[src/rtl/gumnut_pkg.sv]
// gumnut_pkg: shared ALU/writeback-source encodings and default datapath sizing
package gumnut_pkg;

    localparam int DATA_W_DEF = 8;
    localparam int NREGS_DEF  = 8;

    typedef enum logic [3:0] {
        ALU_ADD  = 4'd0,
        ALU_ADDC = 4'd1,
        ALU_SUB  = 4'd2,
        ALU_SUBC = 4'd3,
        ALU_AND  = 4'd4,
        ALU_OR   = 4'd5,
        ALU_XOR  = 4'd6,
        ALU_MASK = 4'd7,
        ALU_SHL  = 4'd8,
        ALU_SHR  = 4'd9,
        ALU_ROL  = 4'd10,
        ALU_ROR  = 4'd11
    } alu_op_e;

    typedef enum logic [1:0] {
        SRC_ALU  = 2'd0,
        SRC_DATA = 2'd1,
        SRC_PORT = 2'd2,
        SRC_RSV  = 2'd3
    } reg_src_e;

endpackage

[src/rtl/gumnut_regfile.sv]
// gumnut_regfile: register file with two async read ports and one sync write port; r0 stays zero
module gumnut_regfile
    import gumnut_pkg::*;
#(
    parameter int DATA_W = DATA_W_DEF,
    parameter int NREGS  = NREGS_DEF,
    localparam int REG_AW = $clog2(NREGS)
) (
    input  logic              clk_i,
    input  logic              rst_i,
    input  logic              we_i,
    input  logic [REG_AW-1:0] wa_i,
    input  logic [DATA_W-1:0] wd_i,
    input  logic [REG_AW-1:0] ra_i,
    input  logic [REG_AW-1:0] rb_i,
    output logic [DATA_W-1:0] rda_o,
    output logic [DATA_W-1:0] rdb_o
);

    logic [DATA_W-1:0] r_regs [NREGS];

    always_ff @(posedge clk_i or negedge rst_i) begin
        if (!rst_i) begin
            for (int i = 0; i < NREGS; i++) r_regs[i] <= '0;
        end else if (we_i && wa_i != '0) begin
            r_regs[wa_i] <= wd_i;
        end
    end

    assign rda_o = r_regs[ra_i];
    assign rdb_o = r_regs[rb_i];

endmodule

[src/rtl/gumnut_dpath_pipe.sv]
// gumnut_dpath_pipe: single-E-stage Gumnut datapath with forwarding, load stall, shifter and flag shadow
module gumnut_dpath_pipe
    import gumnut_pkg::*;
#(
    parameter int DATA_W = DATA_W_DEF,
    parameter int NREGS  = NREGS_DEF,
    localparam int REG_AW = $clog2(NREGS),
    localparam int CNT_W  = $clog2(DATA_W)
) (
    input  logic              clk_i,
    input  logic              rst_i,
    input  logic              ClkEn_i,
    input  logic              dec_vld_i,
    output logic              dec_rdy_o,
    input  logic [REG_AW-1:0] rs_i,
    input  logic [REG_AW-1:0] rs2_i,
    input  logic [REG_AW-1:0] rd_i,
    input  logic [DATA_W-1:0] immed_i,
    input  logic [CNT_W-1:0]  count_i,
    input  logic              op2_sel_i,
    input  logic [3:0]        alu_op_i,
    input  logic [1:0]        reg_src_i,
    input  logic              reg_wrt_i,
    input  logic              flag_wrt_i,
    input  logic              ext_vld_i,
    input  logic [DATA_W-1:0] data_dat_i,
    input  logic [DATA_W-1:0] port_data_i,
    input  logic              int_i,
    input  logic              reti_i,
    output logic [DATA_W-1:0] res_o,
    output logic              res_vld_o,
    output logic              ccC_o,
    output logic              ccZ_o
);

    logic                r_e_vld, r_e_rwr, r_e_fwr;
    logic [DATA_W-1:0]   r_e_a, r_e_b, r_res;
    logic [REG_AW-1:0]   r_e_rd;
    logic [CNT_W-1:0]    r_e_cnt;
    alu_op_e             r_e_op;
    reg_src_e            r_e_src;
    logic                r_c, r_z, r_sc, r_sz, r_res_vld;
    logic [DATA_W-1:0]   w_rf_a, w_rf_b, w_op_a, w_op_b, w_res, w_wb;
    logic [DATA_W:0]     w_add, w_sub, w_shl, w_shr;
    logic [2*DATA_W-1:0] w_rol, w_ror;
    logic                w_stall, w_commit, w_issue, w_fwd, w_cin, w_c, w_c_nx, w_z_nx;

    assign w_stall   = r_e_vld & (r_e_src == SRC_DATA || r_e_src == SRC_PORT) & ~ext_vld_i;
    assign dec_rdy_o = ~w_stall;
    assign w_commit  = ClkEn_i & r_e_vld & ~w_stall;
    assign w_issue   = ClkEn_i & dec_vld_i & ~w_stall;
    // rd != 0 keeps r0 out of the bypass path
    assign w_fwd     = w_commit & r_e_rwr & (r_e_rd != '0);
    assign w_op_a    = (w_fwd && rs_i == r_e_rd) ? w_wb : w_rf_a;
    assign w_op_b    = op2_sel_i ? immed_i : (w_fwd && rs2_i == r_e_rd) ? w_wb : w_rf_b;

    assign w_cin = (r_e_op == ALU_ADDC || r_e_op == ALU_SUBC) & r_c;
    assign w_add = {1'b0, r_e_a} + {1'b0, r_e_b} + {{DATA_W{1'b0}}, w_cin};
    assign w_sub = {1'b0, r_e_a} - {1'b0, r_e_b} - {{DATA_W{1'b0}}, w_cin};
    assign w_shl = {1'b0, r_e_a} << r_e_cnt;
    assign w_shr = {r_e_a, 1'b0} >> r_e_cnt;
    assign w_rol = {r_e_a, r_e_a} << r_e_cnt;
    assign w_ror = {r_e_a, r_e_a} >> r_e_cnt;

    always_comb begin
        w_res = '0;
        w_c   = 1'b0;
        case (r_e_op)
            ALU_ADD, ALU_ADDC: {w_c, w_res} = w_add;
            ALU_SUB, ALU_SUBC: {w_c, w_res} = w_sub;
            ALU_AND:  w_res = r_e_a & r_e_b;
            ALU_OR:   w_res = r_e_a | r_e_b;
            ALU_XOR:  w_res = r_e_a ^ r_e_b;
            ALU_MASK: w_res = r_e_a & ~r_e_b;
            ALU_SHL:  {w_c, w_res} = w_shl;
            ALU_SHR:  {w_res, w_c} = w_shr;
            ALU_ROL: begin
                w_res = w_rol[2*DATA_W-1:DATA_W];
                w_c   = (|r_e_cnt) & w_res[0];
            end
            ALU_ROR: begin
                w_res = w_ror[DATA_W-1:0];
                w_c   = (|r_e_cnt) & w_res[DATA_W-1];
            end
            default: ;
        endcase
    end

    assign w_wb = r_e_src == SRC_DATA ? data_dat_i : r_e_src == SRC_PORT ? port_data_i : w_res;
    // reti restores before int captures, so int&reti shadows the restored flags
    assign w_c_nx = reti_i ? r_sc : (w_commit & r_e_fwr) ? w_c : r_c;
    assign w_z_nx = reti_i ? r_sz : (w_commit & r_e_fwr) ? (w_wb == '0) : r_z;

    always_ff @(posedge clk_i or negedge rst_i) begin
        if (!rst_i) begin
            r_e_vld   <= 1'b0;
            r_e_rwr   <= 1'b0;
            r_e_fwr   <= 1'b0;
            r_e_a     <= '0;
            r_e_b     <= '0;
            r_e_rd    <= '0;
            r_e_cnt   <= '0;
            r_e_op    <= ALU_ADD;
            r_e_src   <= SRC_ALU;
            r_res     <= '0;
            r_res_vld <= 1'b0;
            r_c       <= 1'b0;
            r_z       <= 1'b0;
            r_sc      <= 1'b0;
            r_sz      <= 1'b0;
        end else begin
            r_res_vld <= w_commit;
            if (w_commit) r_res <= w_wb;
            if (ClkEn_i) begin
                r_c <= w_c_nx;
                r_z <= w_z_nx;
                if (int_i) begin
                    r_sc <= w_c_nx;
                    r_sz <= w_z_nx;
                end
                if (w_issue) begin
                    r_e_vld <= 1'b1;
                    r_e_rwr <= reg_wrt_i;
                    r_e_fwr <= flag_wrt_i;
                    r_e_a   <= w_op_a;
                    r_e_b   <= w_op_b;
                    r_e_rd  <= rd_i;
                    r_e_cnt <= count_i;
                    r_e_op  <= alu_op_e'(alu_op_i);
                    r_e_src <= reg_src_e'(reg_src_i);
                end else if (w_commit) begin
                    r_e_vld <= 1'b0;
                end
            end
        end
    end

    gumnut_regfile #(.DATA_W(DATA_W), .NREGS(NREGS)) u_regfile (
        .clk_i (clk_i),
        .rst_i (rst_i),
        .we_i  (w_commit & r_e_rwr),
        .wa_i  (r_e_rd),
        .wd_i  (w_wb),
        .ra_i  (rs_i),
        .rb_i  (rs2_i),
        .rda_o (w_rf_a),
        .rdb_o (w_rf_b)
    );

    assign res_o     = r_res;
    assign res_vld_o = r_res_vld;
    assign ccC_o     = r_c;
    assign ccZ_o     = r_z;

endmodule
[config.mk]
export PLATFORM = sky130hd
export DESIGN_NAME = gumnut_dpath_pipe
export DESIGN_NICKNAME = d
export VERILOG_FILES = /design/src/rtl/gumnut_pkg.sv /design/src/rtl/gumnut_regfile.sv /design/src/rtl/gumnut_dpath_pipe.sv
export SDC_FILE = /design/constraint.sdc
export NUM_CORES = 1
export LEC_CHECK = 0
export BUFFER_PORTS_ARGS = -buffer_cell sky130_fd_sc_hd__buf_4
export CAP_MARGIN = 20
export CORE_UTILIZATION = 40
export CTS_BUF_LIST = sky130_fd_sc_hd__clkbuf_16
export DETAILED_ROUTE_END_ITERATION = 7
export PLACE_DENSITY = 0.64
export SETUP_SLACK_MARGIN = 0.15
export SYNTH_ARGS = -nofsm -noshare
export SYNTH_HDL_FRONTEND = slang
export SYNTH_SLANG_ARGS = --single-unit
[constraint.sdc]
create_clock -name clk_i -period 7.6 [get_ports clk_i]
set_input_delay 1.9 -clock clk_i [delete_from_list [all_inputs] [get_ports clk_i]]
set_output_delay 1.9 -clock clk_i [all_outputs]
set_load 0.03 [all_outputs]
# After elaboration in Yosys (flattened, before gate mapping)
# Index checks and enable logic that the tools add are counted.
# word_totals
reg_bits	108
in_bits	52
# op_classes
n_addsub	4
order_cmp	4
n_eq_ne	15
n_shift	4
mux	22
bitwise	22
reduce_logical	16
# op_table
cell	n
8-bit 2-to-1 mux	10
8-bit case mux with 10 select lines	1
64-bit bitwise mux	1
8-bit binary-select mux with 3-bit select	2
8-bit demux with 3-bit select	1
8-bit AND	2
4-bit by 3-bit == test with 1-bit output (second input constant)	4
4-bit == test (second input constant)	4
16-bit by 3-bit << shifter with 16-bit output	1
16-bit by 3-bit right shift with 8-bit output	1
1-bit AND	12
4-bit greater-or-equal comparator (second input constant)	3
3-bit inverter with 4-bit output	3
8-bit by 8-bit adder with 9-bit output	1
9-bit by 1-bit adder with 9-bit output	1
8-bit by 3-bit << shifter with 9-bit output	1
9-bit by 3-bit right shift with 9-bit output	1
8-bit by 8-bit subtractor with 9-bit output	1
9-bit by 1-bit subtractor with 9-bit output	1
4-bit by 2-bit == test with 1-bit output (second input constant)	2
8-bit logical NOT	1
8-bit inverter	1
8-bit bitwise OR	1
8-bit bitwise XOR	1
16 further kinds	30

# Logic depth before layout (Yosys ltp)
# Gate-level depths: netlist of the first run.
# depth
word_depth	11
mapped_depth	17
depth_no_buf	14

# By module
# Synthesis of the first run repeated with hierarchy kept, for this count alone.
# hier_totals
cells_unflattened	737
area_unflattened_um2	8326.7
# modules_own_cells
module	n_inst	cells_each	area_each_um2
gumnut_dpath_pipe	1	537	4874.7
gumnut_regfile	1	200	3452.1

# Worst setup path after synthesis of the first run
# No wires, ideal clock.
# synth_timing
path_kind	input to output
startpoint	in ext_vld_i
endpoint	out dec_rdy_o
t_arrival_ps	2209
setup_slack_ps	3491
path_stages	2
n_path_buf	0
cell_sequence	nor2_1 nand2_1
# synth_via
elab_chain_cells	3
# synth_rtl
element	line_no	source
start, declared	gumnut_dpath_pipe.sv:25	input logic ext_vld_i,
1-bit inverter	gumnut_dpath_pipe.sv:48	assign w_stall = r_e_vld & (r_e_src == SRC_DATA || r_e_src == SRC_PORT) & ~ext_vld_i;
1-bit AND	gumnut_dpath_pipe.sv:48	
1-bit inverter	gumnut_dpath_pipe.sv:49	assign dec_rdy_o = ~w_stall;
end, declared	gumnut_dpath_pipe.sv:14	output logic dec_rdy_o,
# Every way passes these cells.

# Worst setup path in the final report of the first run
# Ends and elaborated chain as after synthesis.

==> results of run 1 <==
[final timing paths]
kind                                      startpoint                    to  slack [ns]
worst max-delay path                       ext_vld_i             dec_rdy_o        3.29
worst min-delay path            u_regfile.r_regs[63]  u_regfile.r_regs[63]        0.40
worst max register to register             r_e_op[2]              r_e_a[7]        3.58
worst min register to register  u_regfile.r_regs[63]  u_regfile.r_regs[63]        0.40
max in group asynchronous                      rst_i              res_o[6]        4.80
min in group asynchronous                      rst_i  u_regfile.r_regs[52]        1.53
[logic make-up (layout without fill, tap and decap cells)]
kind of cell / count (synthesis) / in the layout / synth area share
compound gates: 169 / 169 / 0.141
xor+xnor: 14 / 14 / 0.0152
fa+ha+maj: 35 / 35 / 0.0582
buf+inv: 108 / 126 / 0.0610
flops: 108 / 108 / 0.336
mux: 145 / 145 / 0.255
simple gates: 213 / 213 / 0.133
[cells in the final DEF, fill, tap and decap left out, drive strengths merged, types with 7 or more instances in the layout]
| master | synthesis | routed |
|---|---|---|
| dfrtp | 108 | 108 |
| nand2 | 85 | 85 |
| mux2 | 76 | 76 |
| buf | 36 | 73 |
| o21ai | 53 | 53 |
| mux4 | 39 | 39 |
| inv | 34 | 36 |
| nor2 | 35 | 35 |
| ha | 31 | 31 |
| mux2i | 30 | 30 |
| a21oi | 25 | 25 |
| nand3 | 15 | 15 |
| nand2b | 12 | 12 |
| clkbuf | 36 | 10 |
| nand3b | 8 | 8 |
| and3b | 8 | 8 |
| xor2 | 8 | 8 |
| a211oi | 8 | 8 |
| nor3 | 8 | 8 |
| nor3b | 8 | 8 |
| a21o | 7 | 7 |
| a31oi | 7 | 7 |
| or3 | 7 | 7 |
| o31ai | 7 | 7 |
[per-layer routing]
layer	vias to the layer above	routed length [um]	global-route usage
li1	2931	-	-
met1	3121	9460	0.291
met2	187	10600	0.366
met3	36	1030	0.0213
met4	0	545	0.0834
met5	-	0	0
[registers in the layout (all words and copies together) (netlist names)]
| register | cells |
|---|---|
| r_e_src | 2 |
| r_e_op | 4 |
| ccZ_o | 1 |
| r_sz | 1 |
| r_e_b | 8 |
| res_vld_o | 1 |
| r_sc | 1 |
| ccC_o | 1 |
| r_e_cnt | 3 |
| r_e_fwr | 1 |
| r_e_a | 8 |
| r_e_vld | 1 |
| u_regfile.r_regs | 64 |
| r_e_rwr | 1 |
| res_o | 8 |
| r_e_rd | 3 |
[area by class of cell]
type | instances | area (sq um) | share of cell area
Multi-Input combinational cell | 576 | 4850 | 0.547
Sequential cell | 108 | 2700 | 0.304
Timing Repair Buffer | 74 | 556 | 0.0626
Tap cell | 265 | 332 | 0.0374
Clock buffer | 9 | 225 | 0.0254
Inverter | 36 | 135 | 0.0152
Clock inverter | 7 | 73.8 | 0.00832
[stage by stage]
| step | area [sq um] | power [mW] | util | hold slack, ns |
|---|---|---|---|---|
| finish | 8880 | 2.94 | 0.453 | 0.400 |
| floorplan | 8040 | 2.05 | - | 0.441 |
| CTS | 8870 | 2.93 | 0.453 | 0.403 |
| global route | 8880 | 3.13 | 0.453 | 0.421 |
| detailed placement | 8570 | 2.46 | 0.438 | 0.386 |
| global placement | 8570 | 2.43 | 0.438 | 0.380 |
[power groups by stage]
stage	Sequential [mW]	Clock [mW]	Combinational, mW
finish	1.01	0.474	1.46
floorplan	0.924	0	1.13
CTS	1.00	0.483	1.45
detailed placement	1.01	0	1.44
global placement	1.00	0	1.42
global route	1.04	0.503	1.59
==> results.sh, run 1 <==
export IMPL_status="completed"
export IMPL_cts_buffer_depth=2
export IMPL_tritoncts="yes"
export IMPL_tightest_slew_ns=0.916
export IMPL_ir_drop_uv=171
export IMPL_crit_chain="buf_4 > nor2_1 > nand2_1 > buf_4"
export IMPL_core_sq_mm=0.0196
export IMPL_p_leak_nw=3.91
export IMPL_synthArstFlopShare=1.00
export IMPL_setup_viol=0
export IMPL_synth_top_area_frac=0.336
export IMPL_syn_num_nets=879
export IMPL_ant_nets=0
export IMPL_synth_edf_count=0
export IMPL_holdPathStages=0
export IMPL_fin_ws_ns=3.29
export IMPL_grtUsageTotal=0.218
export IMPL_syn_inst=792
export IMPL_grt_max_degree=69
export IMPL_cts_buffers=9
export IMPL_htree_levels=3
export IMPL_root_buffer="clkbuf_16"
export IMPL_comb_power_share=0.496
export IMPL_crit_type="in -> out"
export IMPL_dp_slack_ns=3.29
export IMPL_clock_sinks=108
export IMPL_clk_pin_slew_ns=0.08
export IMPL_synth_cell_types=79
export IMPL_drcViolationCount=0
export IMPL_finalMaxSlewViolations=0
export IMPL_ys_flop_type="dfrtp_1"
export IMPL_path_buf_inv=2
export IMPL_max_stage_delay_ns=0.18
export IMPL_cp_top_family="buffers and inverters"
export IMPL_grt_pass1_vias=6087
export IMPL_postCtsHoldBufs=0
export IMPL_finalSetupTns_ns=0
export IMPL_start_kind="input port"
export IMPL_rr_worst_depth=14
export IMPL_final_layout_size_suffix_gt1_frac=0.268
export IMPL_die_w_um=144
export IMPL_dr_pass1_iters=6
export IMPL_antenna_found_initial=0
export IMPL_worst_hold_path_type="reg -> reg"
export IMPL_synth_area_per_cell_sq_um=10.2
export IMPL_clk_latency_ns=0.36
export IMPL_synth_ff_latch_count=108
export IMPL_initial_core_util=0.410
export IMPL_ios=64
export IMPL_period_share=0.568
export IMPL_power_density_mw_per_mm2=331
export IMPL_dp_cells=1058
export IMPL_num_fill_cells=1889
export IMPL_numPortBuffers=63
export IMPL_end_kind="primary output"
export IMPL_cts_setup_buffers=0
export IMPL_synthTopCellsByCount="108 x dfrtp_1, 85 x nand2_1, 74 x mux2_2"
export IMPL_wire_per_inst_um=20.2
export IMPL_area_growth_pct=10.4
export IMPL_wl_mm=21.7
export IMPL_internal_power_mw=1.70
export IMPL_max_freq_mhz=232
export IMPL_yosysWarnings=0
export IMPL_pwr_share_seq=0.343
export IMPL_diodes=0
export IMPL_gp_congestion=0.900
export IMPL_period_minus_slack_ns=4.31
export IMPL_cap_violations=0
export IMPL_cp_max_fo=3
export IMPL_die_h_um=144
export IMPL_p_clk_frac=0.161
export IMPL_final_nets=892
export IMPL_post_cts_resized=0
export IMPL_rsz0062_at_grt="false"
export IMPL_switching_share=0.421
export IMPL_ys_seq_area_frac=0.336
export IMPL_slew_headroom=0.389
export IMPL_fin_skew_ns=0.0162
export IMPL_crit_path_frequent_cell="buf_4"
export IMPL_p_sw_mw=1.24
export IMPL_drt_iter0_markers=605
export IMPL_grt_pass1_wl_mm=33.8
export IMPL_worstPathRequired_ns=5.70
export IMPL_num_vias=6275
export IMPL_die_area_sq_mm=0.0207
export IMPL_hold_viol_final=0
export IMPL_yosys_area_top_type="dfrtp_1"
export IMPL_vias_per_cell=5.84
export IMPL_rows=51
export IMPL_worstPathArrival_ns=2.41
export IMPL_synth_area_leaders="dfrtp_1 34%, mux4_2 11%, mux2_2 10%"
export IMPL_place_hpwl_mm=15.5
export IMPL_grt_overflow=0
export IMPL_crit_slowest_cell="buf_4"
export IMPL_stdcell_count=1075
export IMPL_synth_most_common_cell="dfrtp_1"
export IMPL_cp_depth=4
export IMPL_synth_area_sq_mm=0.00804
Power figures use the tool's default switching activity.
==> run 2, diff against run 1 <==
Settings changed: ABC_AREA set to 1.
Clock period 7.6 ns to 4.5 ns, I/O delays scaled along.
==> run 2 against run 1 <==
Compared with the run above:
- count of clock-buffer cells in the layout unchanged
- sequential cell count stayed put
- critical path depth up 17
- final cell count grew 36%
- combinational power is 76% higher
- sequential power rose by 56%
- total power is 67% higher
- largest cell class unchanged
- setup slack got worse by 2.3 ns
- sequential share of layout area rose by 0.73 points
==> results.sh, run 2 <==
export IMPL_num_fill_cells=2019
export IMPL_die_h_um=142
export IMPL_drt_iter0_markers=842
export IMPL_status="completed"
export IMPL_holdCritStartpoint="u_regfile.r_regs[60]"
export IMPL_seqCellArea_sq_mm=0.00270
export IMPL_crit_path_frequent_cell="nand2_1"
export IMPL_finalMaxSlewViolations=0
export IMPL_vias_per_cell=5.39
export IMPL_syn_num_nets=1268
export IMPL_initial_core_util=0.412
export IMPL_yosys_area_top_type="dfrtp_1"
export IMPL_hold_ws_ns=0.403
export IMPL_largest_register_ffs=64
export IMPL_ant_nets=0
export IMPL_r2r_end="ccZ_o"
export IMPL_ir_drop_uv=393
export IMPL_gp_congestion=0.991
export IMPL_holdPathStages=0
export IMPL_synth_xor_area_share=0.00560
export IMPL_synth_top_family_by_area="simple AND/OR/NAND/NOR gates"
export IMPL_ys_flop_type="dfrtp_1"
export IMPL_final_common_cell="nand2_1"
export IMPL_cap_violations=0
export IMPL_fin_ws_ns=0.956
export IMPL_crit_chain="nor2_1 > nand3_1 > fa_1 > fa_1 > nor2_1 > nor2_1 > nor2_1 > nand2_1 > nand3_1 > nand2_1 > nor2_1 > nand2_1 > nand2_1 > nand2_1 > nand2_1 > nand3_1 > nor2_1 > nand3_1 > nand2_1 > nand3_1 > nand2_1"
export IMPL_numPortBuffers=63
export IMPL_period_share=0.787
export IMPL_synth_top_area_frac=0.346
export IMPL_grt_pass1_vias=7319
export IMPL_layout_common_cells="336 x nand2_1, 162 x o21ai_0, 121 x inv_1"
export IMPL_dr_pass1_iters=5
export IMPL_switching_share=0.494
export IMPL_worstPathRequired_ns=4.80
export IMPL_grt_max_degree=73
export IMPL_synth_most_common_cell="nand2_1"
export IMPL_crit_type="reg -> reg"
export IMPL_p_clk_frac=0.157
export IMPL_rrSetupSlack_ns=0.96
export IMPL_htree_levels=3
export IMPL_crit_slowest_cell="fa_1"
export IMPL_start_kind="register"
export IMPL_wl_mm=25.2
export IMPL_tritoncts="yes"
export IMPL_postCtsHoldBufs=0
export IMPL_die_area_sq_mm=0.0201
export IMPL_synth_ff_latch_count=108
export IMPL_cts_buffer_depth=2
export IMPL_rows=50
export IMPL_clk_latency_ns=0.36
export IMPL_final_layout_size_suffix_gt1_frac=0.0900
export IMPL_synth_area_sq_mm=0.00781
export IMPL_wire_per_inst_um=17.3
export IMPL_synthTopCellsByCount="336 x nand2_1, 162 x o21ai_0, 121 x inv_1"
export IMPL_synth_area_leaders="dfrtp_1 35%, nand2_1 16%, o21ai_0 10%"
export IMPL_synthAdderAreaFrac=0.0599
export IMPL_root_buffer="clkbuf_16"
export IMPL_antenna_found_initial=0
export IMPL_clk_pin_slew_ns=0.08
export IMPL_synth_cell_types=37
export IMPL_syn_inst=1181
export IMPL_num_vias=7865
export IMPL_power_density_mw_per_mm2=568
export IMPL_synth_mux_area_frac=0
export IMPL_cts_setup_buffers=0
export IMPL_dp_slack_ns=1.01
export IMPL_clock_sinks=108
export IMPL_rsz0062_at_grt="false"
export IMPL_diodes=0
export IMPL_grtUsageTotal=0.257
export IMPL_slew_headroom=0.347
export IMPL_synth_area_per_cell_sq_um=6.62
export IMPL_max_stage_delay_ns=0.46
export IMPL_hold_viol_final=0
export IMPL_dp_cells=1444
export IMPL_grt_overflow=0
export IMPL_p_sw_mw=2.43
export IMPL_worstReg2RegStart="r_e_op[3]"
export IMPL_whs_endpoint="u_regfile.r_regs[60]"
export IMPL_rr_worst_depth=21
export IMPL_post_cts_resized=0
export IMPL_grt_pass1_wl_mm=39.7
export IMPL_max_freq_mhz=282
export IMPL_area_growth_pct=11.0
export IMPL_largest_register="u_regfile.r_regs"
export IMPL_final_nets=1282
export IMPL_final_util=0.457
export IMPL_pwr_share_seq=0.320
export IMPL_cp_max_fo=11
export IMPL_ios=64
export IMPL_comb_power_share=0.523
export IMPL_p_leak_nw=4.29
export IMPL_core_sq_mm=0.0190
export IMPL_setup_viol=0
export IMPL_yosys_area_share_simple=0.286
export IMPL_internal_power_mw=2.49
export IMPL_period_minus_slack_ns=3.54
export IMPL_place_hpwl_mm=18.6
export IMPL_synthArstFlopShare=1.00
export IMPL_die_w_um=142
export IMPL_yosysWarnings=0
export IMPL_cts_buffers=9
export IMPL_drcViolationCount=0
export IMPL_multi_input_comb_area_sq_mm=0.00437
export IMPL_stdcell_count=1460
export IMPL_fin_skew_ns=0.00582
export IMPL_synth_edf_count=0
export IMPL_tightest_slew_ns=0.980
export IMPL_ys_seq_area_frac=0.346
export IMPL_finalSetupTns_ns=0
export IMPL_worst_hold_path_type="reg -> reg"
export IMPL_worstPathArrival_ns=3.84
export IMPL_end_kind="register"
export IMPL_synth_compound_area_frac=0.207
-- run 2: kinds of logic after synthesis --
| family | after synthesis |
|---|---|
| buf+inv | 193 |
| compound gates | 303 |
| flops | 108 |
| simple gates | 537 |
| fa+ha+maj | 35 |
| xor+xnor | 5 |
-- run 2: layer usage --
| metal | wire length, um | global-route usage | part of all wire | vias up |
|---|---|---|---|---|
| met4 | 674 | 0.0894 | 0.027 | 0 |
| met1 | 11700 | 0.356 | 0.46 | 3667 |
| li1 | - | - | - | 3898 |
| met3 | 1420 | 0.0358 | 0.056 | 42 |
| met2 | 11400 | 0.410 | 0.45 | 258 |
| met5 | 0 | 0 | 0 | - |
-- run 2: power groups by stage --
stage / combinational [mW] / clock, mW / sequential [mW]
global route: 2.90 / 0.819 / 1.61
floorplan: 1.76 / 0 / 1.56
detailed placement: 2.53 / 0 / 1.58
global placement: 2.52 / 0 / 1.58
CTS: 2.54 / 0.786 / 1.57
finish: 2.57 / 0.773 / 1.58
-- run 2: worst max-delay path: cells and delay by family (launching register included) --
family                     cells  cell delay (ns)
adders and majority gates      2             0.91
DFF                            1             0.43
and+or+nand+nor               19             2.15
-- run 2: worst max path at each step --
stage | start | end | slack, ns | depth (start not counted)
after global placement | r_e_op[3] | r_sz | 1.01 | 21
after CTS | r_e_op[3] | r_sz | 0.99 | 21
after floorplan | ext_vld_i | r_e_a[3] | 1.71 | 10
after detailed placement | r_e_op[3] | r_sz | 1.01 | 21
after global routing | r_e_op[3] | r_sz | 0.63 | 21
final | r_e_op[3] | ccZ_o | 0.96 | 21
-- run 2: layout make-up --
cell class / count / area share
multi-input combinational: 880 / 0.504
clock inverter: 7 / 0.00678
tap: 260 / 0.0375
sequential: 108 / 0.312
timing repair buffer: 68 / 0.0589
clock buffer: 9 / 0.0260
inverter: 128 / 0.0554
-- run 2: per-stage QoR --
step	total power, mW	instance area [sq um]
global route	5.33	8670
detailed placement	4.11	8390
floorplan	3.31	7810
finish	4.92	8670
global placement	4.10	8390
CTS	4.89	8670
==> run 3, diff against run 2 <==
Clock period 4.5 ns to 3.5 ns, I/O delays scaled along.
==> run 3 against run 2 <==
Compared with the run above:
- first-iteration DRC count is 15% lower
- maximum frequency is 13% higher
- sequential share of layout area is 0.62 points lower
- final area is 2.2% higher
- wire length is 2.7% higher
- hold slack worse by 0.0098 ns
- total power is 32% higher
==> results.sh, run 3 (synthesized netlist as in run 2, its figures left out) <==
export IMPL_worstReg2RegStart="r_e_op[3]"
export IMPL_num_vias=8076
export IMPL_cts_buffers=9
export IMPL_tritoncts="yes"
export IMPL_initial_core_util=0.412
export IMPL_final_layout_size_suffix_gt1_frac=0.111
export IMPL_power_density_mw_per_mm2=731
export IMPL_drt_iter0_markers=717
export IMPL_clk_pin_slew_ns=0.07
export IMPL_num_fill_cells=1964
export IMPL_multi_input_comb_area_sq_mm=0.00439
export IMPL_final_util=0.467
export IMPL_hold_ws_ns=0.393
export IMPL_r2r_end="r_e_b[2]"
export IMPL_drcViolationCount=0
export IMPL_ant_nets=0
export IMPL_slew_headroom=0.470
export IMPL_ir_drop_uv=469
export IMPL_grt_overflow=0
export IMPL_cap_violations=0
export IMPL_finalSetupTns_ns=0
export IMPL_gp_congestion=0.967
export IMPL_seqCellArea_sq_mm=0.00271
export IMPL_p_clk_frac=0.156
export IMPL_worstPathRequired_ns=3.73
export IMPL_clock_sinks=108
export IMPL_vias_per_cell=5.46
export IMPL_cp_max_fo=5
export IMPL_max_freq_mhz=318
export IMPL_final_area_sq_mm=0.00886
export IMPL_stdcell_count=1480
export IMPL_worstPathArrival_ns=3.37
export IMPL_holdPathStages=0
export IMPL_rrSetupSlack_ns=0.36
export IMPL_finalMaxSlewViolations=0
export IMPL_place_area_sq_mm=0.00853
export IMPL_largest_register_ffs=64
export IMPL_area_growth_pct=13.4
export IMPL_internal_power_mw=3.32
export IMPL_switching_share=0.487
export IMPL_p_sw_mw=3.15
export IMPL_dr_pass1_iters=6
export IMPL_grt_pass1_vias=7507
export IMPL_status="completed"
export IMPL_core_sq_mm=0.0190
export IMPL_numPortBuffers=63
export IMPL_grt_pass1_wl_mm=41.1
export IMPL_rows=50
export IMPL_pwr_share_seq=0.314
export IMPL_wire_per_inst_um=17.5
export IMPL_largest_register="u_regfile.r_regs"
export IMPL_period_minus_slack_ns=3.14
export IMPL_die_h_um=142
export IMPL_crit_type="reg -> reg"
export IMPL_diodes=0
export IMPL_fin_ws_ns=0.360
export IMPL_end_kind="register"
export IMPL_postCtsHoldBufs=0
export IMPL_grt_max_degree=57
export IMPL_period_share=0.897
export IMPL_p_leak_nw=4.40
export IMPL_wl_mm=25.9
export IMPL_htree_levels=3
export IMPL_dp_cells=1461
export IMPL_clk_latency_ns=0.36
export IMPL_fin_skew_ns=0.00782
export IMPL_cts_buffer_depth=2
export IMPL_grtUsageTotal=0.266
export IMPL_ios=64
export IMPL_rr_worst_depth=18
export IMPL_root_buffer="clkbuf_16"
export IMPL_worst_hold_path_type="reg -> reg"
export IMPL_die_area_sq_mm=0.0201
export IMPL_final_common_cell="nand2_1"
export IMPL_rsz0062_at_grt="false"
export IMPL_final_nets=1302
export IMPL_die_w_um=142
export IMPL_hold_viol_final=0
export IMPL_start_kind="register"
export IMPL_layout_common_cells="335 x nand2_1, 160 x o21ai_0, 121 x inv_1"
export IMPL_comb_power_share=0.530
export IMPL_setup_viol=0
export IMPL_holdCritStartpoint="u_regfile.r_regs[62]"
export IMPL_whs_endpoint="u_regfile.r_regs[62]"
export IMPL_place_hpwl_mm=19.6
export IMPL_antenna_found_initial=0
export IMPL_dp_slack_ns=0.0754
export IMPL_power_total_mw=6.48
export IMPL_tightest_slew_ns=0.795
[run 3: layout make-up]
type                    instances  area share
repair buffers                 88      0.0760
flip-flops and latches        108       0.306
clock buffers                   9      0.0254
well taps                     260      0.0367
clock inverters                 7     0.00636
multi-input cells             880       0.496
inverters                     128      0.0542
[run 3: critical path, cell delays in order, from the launching register on]
cell     delay (ns)
dfrtp_2        0.45
nor2_4         0.14
nand3_1        0.11
fa_1           0.44
fa_2           0.38
nand2_1        0.07
inv_1          0.04
o21ai_1        0.16
nand2_1        0.08
nor2_1         0.12
nand3_1        0.09
nor2_1         0.09
nand2_1        0.13
nand2_1        0.10
nand2_1        0.09
nand2_4        0.11
inv_1          0.06
o21ai_0        0.25
a22oi_1        0.11
[run 3: layer usage]
layer | GRT usage | vias to the layer above | part of all wire
met1 | 0.370 | 3755 | 0.45
met2 | 0.424 | 321 | 0.46
met4 | 0.0962 | 0 | 0.026
met3 | 0.0337 | 55 | 0.064
met5 | 0 | - | 0
li1 | - | 3945 | -
[run 3: worst max path at each step]
stage / from / endpoint / slack (ns) / depth (start not counted)
after CTS: r_e_op[3] / r_sz / 0.20 / 21
after global routing: r_e_op[3] / r_sz / 0.17 / 21
final: r_e_op[3] / r_e_b[2] / 0.36 / 18
after global placement: r_e_op[2] / r_sz / 0.1 / 21
after detailed placement: r_e_op[2] / r_e_b[2] / 0.08 / 18
after floorplan: ccC_o / r_e_a[5] / 0.72 / 18
[run 3: power groups by stage]
stage	Combinational (mW)	Sequential, mW	Clock [mW]
floorplan	2.26	2.00	0
global placement	3.29	2.03	0
detailed placement	3.32	2.04	0
CTS	3.34	2.02	1.02
global route	3.87	2.08	1.08
finish	3.44	2.04	1.01
[run 3: timing repair]
item,in CTS,in global routing
pin swaps,0,1
setup buffers,0,3
endpoints found under the setup margin,3,14
gates resized for setup,2,10
endpoints found under the hold margin,0,0
